### config.mk
export PLATFORM = sky130hd
export DESIGN_NAME = keypad_scanner_flat
export DESIGN_NICKNAME = d
export VERILOG_FILES = /design/src/rtl/keypad_scanner_if.sv /design/src/rtl/keypad_scanner.sv /design/src/flat_wrapper.sv
export SDC_FILE = /design/constraint.sdc
export NUM_CORES = 1
export LEC_CHECK = 0
export BUFFER_PORTS_ARGS = -buffer_cell sky130_fd_sc_hd__buf_2
export CAP_MARGIN = 15
export CELL_PAD_IN_SITES_DETAIL_PLACEMENT = 1
export CELL_PAD_IN_SITES_GLOBAL_PLACEMENT = 2
export CORE_ASPECT_RATIO = 1.75
export CORE_UTILIZATION = 40
export DETAILED_ROUTE_END_ITERATION = 10
export PLACE_DENSITY = 0.82
export SYNTH_ARGS = -nofsm -noshare
export SYNTH_HDL_FRONTEND = slang
export SYNTH_SLANG_ARGS = --single-unit
### constraint.sdc
create_clock -name clk -period 4.1 [get_ports clk]
set_input_delay 0.615 -clock clk [delete_from_list [all_inputs] [get_ports clk]]
set_output_delay 0.615 -clock clk [all_outputs]
set_load 0.01 [all_outputs]
### src/rtl/keypad_scanner_if.sv
// Keypad bundle: active-low row sense lines, active-low column drive and the decoded key outputs.
// The scanner uses the master modport; the keypad side (or a bench) uses the slave modport.
interface keypad_scanner_if;
   logic [3:0] row;
   logic [3:0] col;
   logic [3:0] key;
   logic       key_valid;
   logic       key_down;

   modport master (input row, output col, key, key_valid, key_down);
   modport slave  (output row, input col, key, key_valid, key_down);
endinterface

### src/rtl/keypad_scanner.sv
// 4x4 keypad scanner: walks one low column per scan tick, debounces press and release, reports key codes.
// Optional auto-repeat of a held key is compiled in when KEYPAD_REPEAT_EN is defined.
module keypad_scanner #(
   parameter int TICK_DIV       = 100000,
   parameter int DEBOUNCE_TICKS = 20
) (
   input logic               clk,
   input logic               rst,
   keypad_scanner_if.master  kp
);

   localparam int TW = (TICK_DIV > 1) ? $clog2(TICK_DIV) : 1;
   localparam int DW = (DEBOUNCE_TICKS > 1) ? $clog2(DEBOUNCE_TICKS) : 1;

   typedef enum logic [1:0] {SCAN, DEBOUNCE, HELD, RELEASE} state_t;

   state_t          state, state_nx;
   logic [3:0]      row_meta, row_s;
   logic [TW-1:0]   tick_cnt;
   logic            tick;
   logic [1:0]      col_idx, col_idx_nx;
   logic [3:0]      cand, cand_nx;
   logic [3:0]      key_r, key_nx;
   logic            key_valid_r, valid_nx;
   logic [DW-1:0]   deb_cnt, deb_nx;
   logic            low_found;
   logic [1:0]      low_idx;
`ifdef KEYPAD_REPEAT_EN
   logic [8:0]      rep_cnt, rep_nx;
`endif

   always_ff @(posedge clk) begin
      if (rst) begin
         row_meta <= 4'hF;
         row_s    <= 4'hF;
      end else begin
         row_meta <= kp.row;
         row_s    <= row_meta;
      end
   end

   always_ff @(posedge clk) begin
      if (rst || tick) tick_cnt <= '0;
      else             tick_cnt <= tick_cnt + TW'(1);
   end

   assign tick = (tick_cnt == TW'(TICK_DIV - 1));

   // Lowest-indexed low row wins when several rows are pressed together.
   always_comb begin
      low_found = 1'b0;
      low_idx   = 2'd0;
      for (int i = 3; i >= 0; i--) begin
         if (!row_s[i]) begin
            low_found = 1'b1;
            low_idx   = 2'(i);
         end
      end
   end

   always_ff @(posedge clk) begin
      if (rst) begin
         state       <= SCAN;
         col_idx     <= 2'd0;
         cand        <= 4'h0;
         key_r       <= 4'h0;
         key_valid_r <= 1'b0;
         deb_cnt     <= '0;
`ifdef KEYPAD_REPEAT_EN
         rep_cnt     <= 9'd0;
`endif
      end else begin
         state       <= state_nx;
         col_idx     <= col_idx_nx;
         cand        <= cand_nx;
         key_r       <= key_nx;
         key_valid_r <= valid_nx;
         deb_cnt     <= deb_nx;
`ifdef KEYPAD_REPEAT_EN
         rep_cnt     <= rep_nx;
`endif
      end
   end

   // Debounce counters count confirming ticks after the first one, hence the DEBOUNCE_TICKS-2 limit.
   always_comb begin
      state_nx   = state;
      col_idx_nx = col_idx;
      cand_nx    = cand;
      key_nx     = key_r;
      valid_nx   = 1'b0;
      deb_nx     = deb_cnt;
`ifdef KEYPAD_REPEAT_EN
      rep_nx     = rep_cnt;
`endif
      if (tick) begin
         case (state)
            SCAN: begin
               if (!low_found) begin
                  col_idx_nx = col_idx + 2'd1;
               end else begin
                  cand_nx  = {low_idx, col_idx};
                  deb_nx   = '0;
                  state_nx = DEBOUNCE;
               end
            end
            DEBOUNCE: begin
               if (low_found && (low_idx == cand[3:2])) begin
                  if (deb_cnt == DW'(DEBOUNCE_TICKS - 2)) begin
                     key_nx   = cand;
                     valid_nx = 1'b1;
                     state_nx = HELD;
`ifdef KEYPAD_REPEAT_EN
                     rep_nx   = 9'd0;
`endif
                  end else begin
                     deb_nx = deb_cnt + DW'(1);
                  end
               end else begin
                  state_nx = SCAN;
               end
            end
            HELD: begin
               if (!low_found) begin
                  deb_nx   = '0;
                  state_nx = RELEASE;
               end else begin
`ifdef KEYPAD_REPEAT_EN
                  // First repeat after 500 held ticks, then reload so the next comes 100 ticks later.
                  if (rep_cnt == 9'd499) begin
                     valid_nx = 1'b1;
                     rep_nx   = 9'd400;
                  end else begin
                     rep_nx = rep_cnt + 9'd1;
                  end
`endif
               end
            end
            RELEASE: begin
               if (!low_found) begin
                  if (deb_cnt == DW'(DEBOUNCE_TICKS - 2)) begin
                     state_nx   = SCAN;
                     col_idx_nx = col_idx + 2'd1;
                  end else begin
                     deb_nx = deb_cnt + DW'(1);
                  end
               end else begin
                  state_nx = HELD;
`ifdef KEYPAD_REPEAT_EN
                  rep_nx   = 9'd0;
`endif
               end
            end
            default: state_nx = SCAN;
         endcase
      end
   end

   assign kp.col       = ~(4'b0001 << col_idx);
   assign kp.key       = key_r;
   assign kp.key_valid = key_valid_r;
   assign kp.key_down  = (state == HELD) || (state == RELEASE);

endmodule

### src/flat_wrapper.sv
// flat-port wrapper written by rule: the top's interface ports become plain ports
module keypad_scanner_flat 
#(
   parameter int TICK_DIV       = 100000,
   parameter int DEBOUNCE_TICKS = 20
)
  (clk, rst, kp_row, kp_col, kp_key, kp_key_valid, kp_key_down);
  keypad_scanner_if kp_i ();
  input logic clk;
  input logic rst;
  input wire logic [$bits(kp_i.row)-1:0] kp_row;
  output wire logic [$bits(kp_i.col)-1:0] kp_col;
  output wire logic [$bits(kp_i.key)-1:0] kp_key;
  output wire logic [$bits(kp_i.key_valid)-1:0] kp_key_valid;
  output wire logic [$bits(kp_i.key_down)-1:0] kp_key_down;
  assign kp_i.row = kp_row;
  assign kp_col = kp_i.col;
  assign kp_key = kp_i.key;
  assign kp_key_valid = kp_i.key_valid;
  assign kp_key_down = kp_i.key_down;
  keypad_scanner #(.TICK_DIV(TICK_DIV), .DEBOUNCE_TICKS(DEBOUNCE_TICKS)) u_core (.clk(clk), .rst(rst), .kp(kp_i));
endmodule
==> flow_metrics.tcl, run 1 <==
set metrics [dict create \
    start_kind "register" \
    hpwl_mm 3.40 \
    synthMuxAreaShare 0.0592 \
    yosys_warnings 0 \
    worstReg2RegEnd "u_core.deb_cnt[1]" \
    grt_pass1_wl_mm 7.71 \
    synth_adder_area_share 0.0419 \
    clkTransAtPathRegs_ps 80 \
    outcome "finished, final reports clean" \
    critPathBufInv 0 \
    critPathArrivalTime_ps 2420 \
    crit_start "u_core.row_s[0]" \
    yosysTopAreaCellShare 0.411 \
    cts.sinks 43 \
    hp-class "register to register" \
    setup_viol 0 \
    cts_resized 0 \
    path_class "register to register" \
    synthToLayoutAreaGrowth_pct 8.73 \
    finalSetupTns_ps 0 \
    reg2reg_depth 5 \
    drive_gt1_frac 0.152 \
    netlist_area_sq_um 2090 \
    hp-start "u_core.row_meta[3]" \
    cp_cell_sequence "nand4_2 > mux2_1 > a2111oi_4 > nand2_1 > mux2_1" \
    ys.flop_type "dfxtp_1" \
    start_util 0.417 \
    synthSimpleGateAreaFrac 0.272 \
    path_common_cell "mux2_1" \
    synth_top_family_by_area "simple AND/OR/NAND/NOR gates" \
    die_area_sq_um 5530 \
    nets 256 \
    via_per_inst 5.27 \
    holdPathStages 1 \
    die_w_um 56.7 \
    yosys.area.top_type "dfxtp_1" \
    synth_cell_types 45 \
    synth-xor-area-share 0.0712 \
    min_period_over_period 0.546 \
    crit_family "multiplexers" \
    cts_hold_buffers 0 \
    clk_latency_ps 290 \
    post_drt_wl_per_cell_um 14.9 \
    cts_made_buffers 5 \
    std_cell_rows 34 \
    worst_setup_path_end_kind "register" \
    antenna_found_initial 0 \
    power.density_nw_per_um2 314 \
    dr.pass1.iters 3 \
    vdd_drop_max_uv 179 \
    vias 1569 \
    fin_crit_ps 2240 \
    ant_nets 0 \
    globalRouteOverflowTotal 0 \
    ys_seq_elements 43 \
    timing.rr.start "u_core.row_s[0]" \
    syn_nets 243 \
    grt_max_degree 30 \
    slowest_delay_ps 470 \
    drt_iter0_markers 43 \
    ys_top_cells_by_count "dfxtp_1, nor2_1, nand2_1, inv_1, xor2_1" \
    drc 0 \
    synthArstFlopShare 0 \
    hold_end "u_core.row_s[3]" \
    ys_seq_area_frac 0.411 \
    synthTopCellsByArea "dfxtp_1, nor2_1, mux2i_1" \
    synth_area_per_cell_sq_um 9.10 \
    clock.fmax_mhz 447 \
    tightest_slew_ps 693 \
    fill_cells 609 \
    die_y_um 97.7 \
    clock_path_buffers 2 \
    cts_setup_buffers 0 \
    cts-root-buf "clkbuf_8" \
    final_hold_viol_count 0 \
    synth.most_common_cell "dfxtp_1" \
    netlist_instances 230 \
    antennaDiodeCount 0 \
    slew_headroom 0.532 \
    path_max_fanout 7 \
    routed_wl_mm 4.45 \
    ioPinCount 16 \
    critPathRequiredTime_ps 4280 \
    track_usage 0.178 \
    r2r_slack_ps 1860 \
    rsz0062_at_grt "false" \
    grt_pass1_vias 1627 \
    post-route-util 0.453 \
    io_buffers 15 \
    cts_tree "done" \
    drv_slew 0 \
    cpMaxStageDelayCell "a2111oi_4" \
    maxCapViolations 0 \
    coreArea_sq_um 5020 \
    synth_edf_count 0 \
    skew_ps 5.15 \
    leakagePower_nw 0.847 \
    htree_levels 2 \
    synth-compound-area-share 0.102 \
    routabilityCongestion 0.784 \
]
-- stage by stage --
step,area [sq um],hold WS [ps],power [mW],cells,worst slack (ps)
finish,2270,415,0.715,298,1860
floorplan,2090,389,0.459,230,2160
detailed placement,2190,402,0.467,290,1860
CTS,2270,423,0.729,298,1850
global route,2270,436,0.756,298,1700
global placement,2190,391,0.467,290,1820
-- kinds of logic (layout without fill, tap and decap cells) --
| kind of cell | Yosys count | in the layout |
|---|---|---|
| XOR/XNOR | 17 | 17 |
| AO/OA/AOI/OAI | 25 | 25 |
| buffers and inverters | 21 | 35 |
| multiplexers | 12 | 12 |
| AND/OR/NAND/NOR | 105 | 105 |
| adder cells (fa/ha/maj) | 7 | 7 |
| flip-flops | 43 | 43 |
-- power breakdown --
| group | internal, mW | leakage (nW) | switching, mW | total [mW] |
|---|---|---|---|---|
| registers | 0.423 | 0.349 | 0.00467 | 0.428 |
| logic | 0.0114 | 0.457 | 0.0175 | 0.0290 |
| clock network | 0.119 | 0.0412 | 0.139 | 0.258 |
| total | 0.554 | 0.847 | 0.161 | 0.715 |
-- sequential cells by signal, indices dropped and copies added, names as in the netlist --
signal	count
u_core.row_meta	4
u_core.row_s	4
u_core.col_idx	2
u_core.kp.key	4
u_core.deb_cnt	5
u_core.tick_cnt	17
u_core.state	2
u_core.cand	4
u_core.kp.key_valid	1
-- worst max path at each step --
stage,end,slack (ps),depth (start not counted)
final,u_core.deb_cnt[1],1860,5
after global routing,u_core.deb_cnt[3],1700,5
after CTS,u_core.deb_cnt[1],1850,5
after detailed placement,u_core.kp.key[2],1860,5
after global placement,u_core.kp.key[1],1820,5
after floorplan,u_core.deb_cnt[0],2160,6
-- routing by layer --
layer,wire length [um],share of wire,GRT usage
met5,0,0,0
met2,2340,0.53,0.322
met4,69,0.015,0.0615
met3,69,0.015,0.0320
met1,1980,0.44,0.204
-- final cells by class --
cell class                      instances  area, sq um  area share
Inverter                               12         45.0      0.0198
Clock inverter                          2         12.5     0.00550
Clock buffer                            6         72.6      0.0319
Sequential cell                        43          861       0.378
Timing Repair Buffer                   15         75.1      0.0330
Multi-Input combinational cell        166         1140       0.502
Tap cell                               54         67.6      0.0297
-- placed cells by master (no fill, tap or decap), types with 7 or more instances in the layout --
cell type  Yosys  layout
nand2_1       13      13
ha_1           7       7
inv_1         12      12
buf_2          3      15
nor2_1        37      37
xnor2_1        7       7
or2_2          8       8
mux2i_1        9       9
dfxtp_1       43      43
xor2_1        10      10
nand3_1        9       9
Power figures use the tool's default switching activity.
==> run 2: changes to the inputs <==
Settings changed: CORE_UTILIZATION 40 to 33, PLACE_DENSITY 0.82 to 0.72.
Clock period 4.1 ns to 1.93 ns, I/O delays scaled along.
==> flow_metrics.tcl, run 2 (synthesis gave the netlist of run 1 again) <==
set metrics [dict create \
    htree_levels 2 \
    cts-root-buf "clkbuf_8" \
    final_hold_viol_count 0 \
    clk_latency_ps 290 \
    leakagePower_nw 1.05 \
    ant_nets 0 \
    switchingPower_mw 0.350 \
    skew_ps 5.74 \
    clock_path_buffers 2 \
    multi_input_area_sq_um 1200 \
    antenna_found_initial 0 \
    io_buffers 15 \
    largest_register "u_core.tick_cnt" \
    comb_power_share 0.057 \
    cts_made_buffers 5 \
    die_w_um 62.2 \
    rsz0062_at_grt "true" \
    reg.largest.list "u_core.tick_cnt: 17 flops, u_core.deb_cnt: 5 flops" \
    cts_tree "done" \
    globalRouteOverflowTotal 0 \
    path_max_fanout 6 \
    clock.fmax_mhz 520 \
    crit_end "u_core.kp.key[3]" \
    setup_viol 0 \
    min_period_over_period 0.996 \
    dr.pass1.iters 4 \
    critPathRequiredTime_ps 2120 \
    routabilityCongestion 0.792 \
    hp-class "input pin to register" \
    routed_wl_mm 5.45 \
    fin_crit_ps 1920 \
    r2r_slack_ps 8 \
    std_cell_rows 38 \
    cts_hold_buffers 0 \
    regArea_sq_um 868 \
    crit_family "simple AND/OR/NAND/NOR gates" \
    critPathArrivalTime_ps 2110 \
    reg2reg_depth 7 \
    cts.sinks 43 \
    preCtsSetupSlack_ps -68.3 \
    vdd_drop_max_uv 452 \
    tightest_slew_ps 394 \
    p_clk_frac 0.356 \
    synthToLayoutAreaGrowth_pct 27.4 \
    grt_pass1_wl_mm 8.67 \
    drt_iter0_markers 58 \
    grt_pass1_vias 1867 \
    place_inst 348 \
    p_int_mw 1.20 \
    critPathBufInv 2 \
    maxCapViolations 0 \
    clkTransAtPathRegs_ps 80 \
    hpwl_mm 4.17 \
    drc 0 \
    slowest_delay_ps 540 \
    post_drt_wl_per_cell_um 15.1 \
    antennaDiodeCount 0 \
    power.density_nw_per_um2 580 \
    coreArea_sq_um 6180 \
    setup_slack_ps 7.70 \
    cp_cell_sequence "nand2_2 > or4_4 > buf_4 > a2111oi_4 > buf_4 > mux2i_1 > nor2_1" \
    largest_reg_flops 17 \
    die_y_um 107 \
    worstReg2RegEnd "u_core.kp.key[3]" \
    post-route-util 0.431 \
    path_depth 7 \
    grt_max_degree 19 \
    drive_gt1_frac 0.313 \
    timing.rr.start "u_core.tick_cnt[10]" \
    start_util 0.338 \
    nets 293 \
    total_power_mw 1.54 \
    power_frac_seq 0.587 \
    track_usage 0.170 \
    ioPinCount 16 \
    drv_slew 0 \
    switching_share 0.226 \
    final_cell_mix "nor2_1, dfxtp_1, buf_4" \
    via_per_inst 4.87 \
    worst_setup_path_end_kind "register" \
    start_kind "register" \
    path_common_cell "buf_4" \
    slew_headroom 0.736 \
    instances_no_fill 361 \
    path_class "register to register" \
    outcome "finished, final reports clean" \
    vias 1759 \
    crit_start "u_core.tick_cnt[10]" \
    fill_cells 731 \
    die_area_sq_um 6670 \
    cpMaxStageDelayCell "or4_4" \
]
-- run 2: worst reg2reg max path, delay by kind of cell (launching register included) --
family                 cells  cell delay [ps]
AO/OA/AOI/OAI              1              240
multiplexers               1              200
flip-flops                 1              340
buffers and inverters      2              370
AND/OR/NAND/NOR            3              670
-- run 2: how the worst min path moves through the flow --
stage / cells past startpoint / startpoint / slack, ps / to
after floorplan: 1 / u_core.row_meta[0] / 390 / u_core.row_s[0]
after global placement: 1 / u_core.row_meta[1] / 400 / u_core.row_s[1]
after detailed placement: 1 / u_core.row_meta[3] / 400 / u_core.row_s[3]
after CTS: 2 / kp_row[3] / 170 / u_core.row_meta[3]
after global routing: 2 / kp_row[2] / 170 / u_core.row_meta[2]
final: 2 / kp_row[1] / 180 / u_core.row_meta[1]
-- run 2: timing repair --
action                                  CTS  global route
cloned                                    0             0
buffers inserted                          0             5
gates resized for setup                   1            17
pin swaps                                 1             9
endpoints found under the setup margin   11            28
-- run 2: power by group through the flow --
stage          Clock (mW)  Sequential, mW  Combinational (mW)
3_3_place_gp            0           0.927              0.0868
5_1_grt             0.606           0.908              0.0984
2_1_floorplan           0           0.928              0.0477
4_1_cts             0.579           0.906              0.0885
6_report            0.550           0.907              0.0878
3_5_place_dp            0           0.927              0.0880
-- run 2: cell type report --
class | instances | area share
tap | 80 | 0.0376
clock inverter | 1 | 0.00188
multi-input combinational | 166 | 0.451
inverter | 12 | 0.0169
clock buffer | 7 | 0.0286
timing repair buffer | 52 | 0.138
sequential | 43 | 0.326
-- run 2: through the flow --
| step | hold WS (ps) | instance area [sq um] | TNS, ps |
|---|---|---|---|
| 2_1_floorplan | 389 | 2090 | 0 |
| 3_3_place_gp | 397 | 2470 | -358 |
| 3_5_place_dp | 402 | 2470 | -266 |
| 4_1_cts | 168 | 2560 | 0 |
| 5_1_grt | 172 | 2670 | -421 |
| 6_report | 176 | 2670 | 0 |
-- run 2: metal layers --
metal	vias up	part of all wire	wire (um)	global-route usage
met3	16	0.017	90	0.0244
met4	0	0.038	208	0.0947
met5	-	0	0	0
met1	843	0.38	2060	0.165
li1	875	-	-	-
met2	25	0.57	3090	0.334
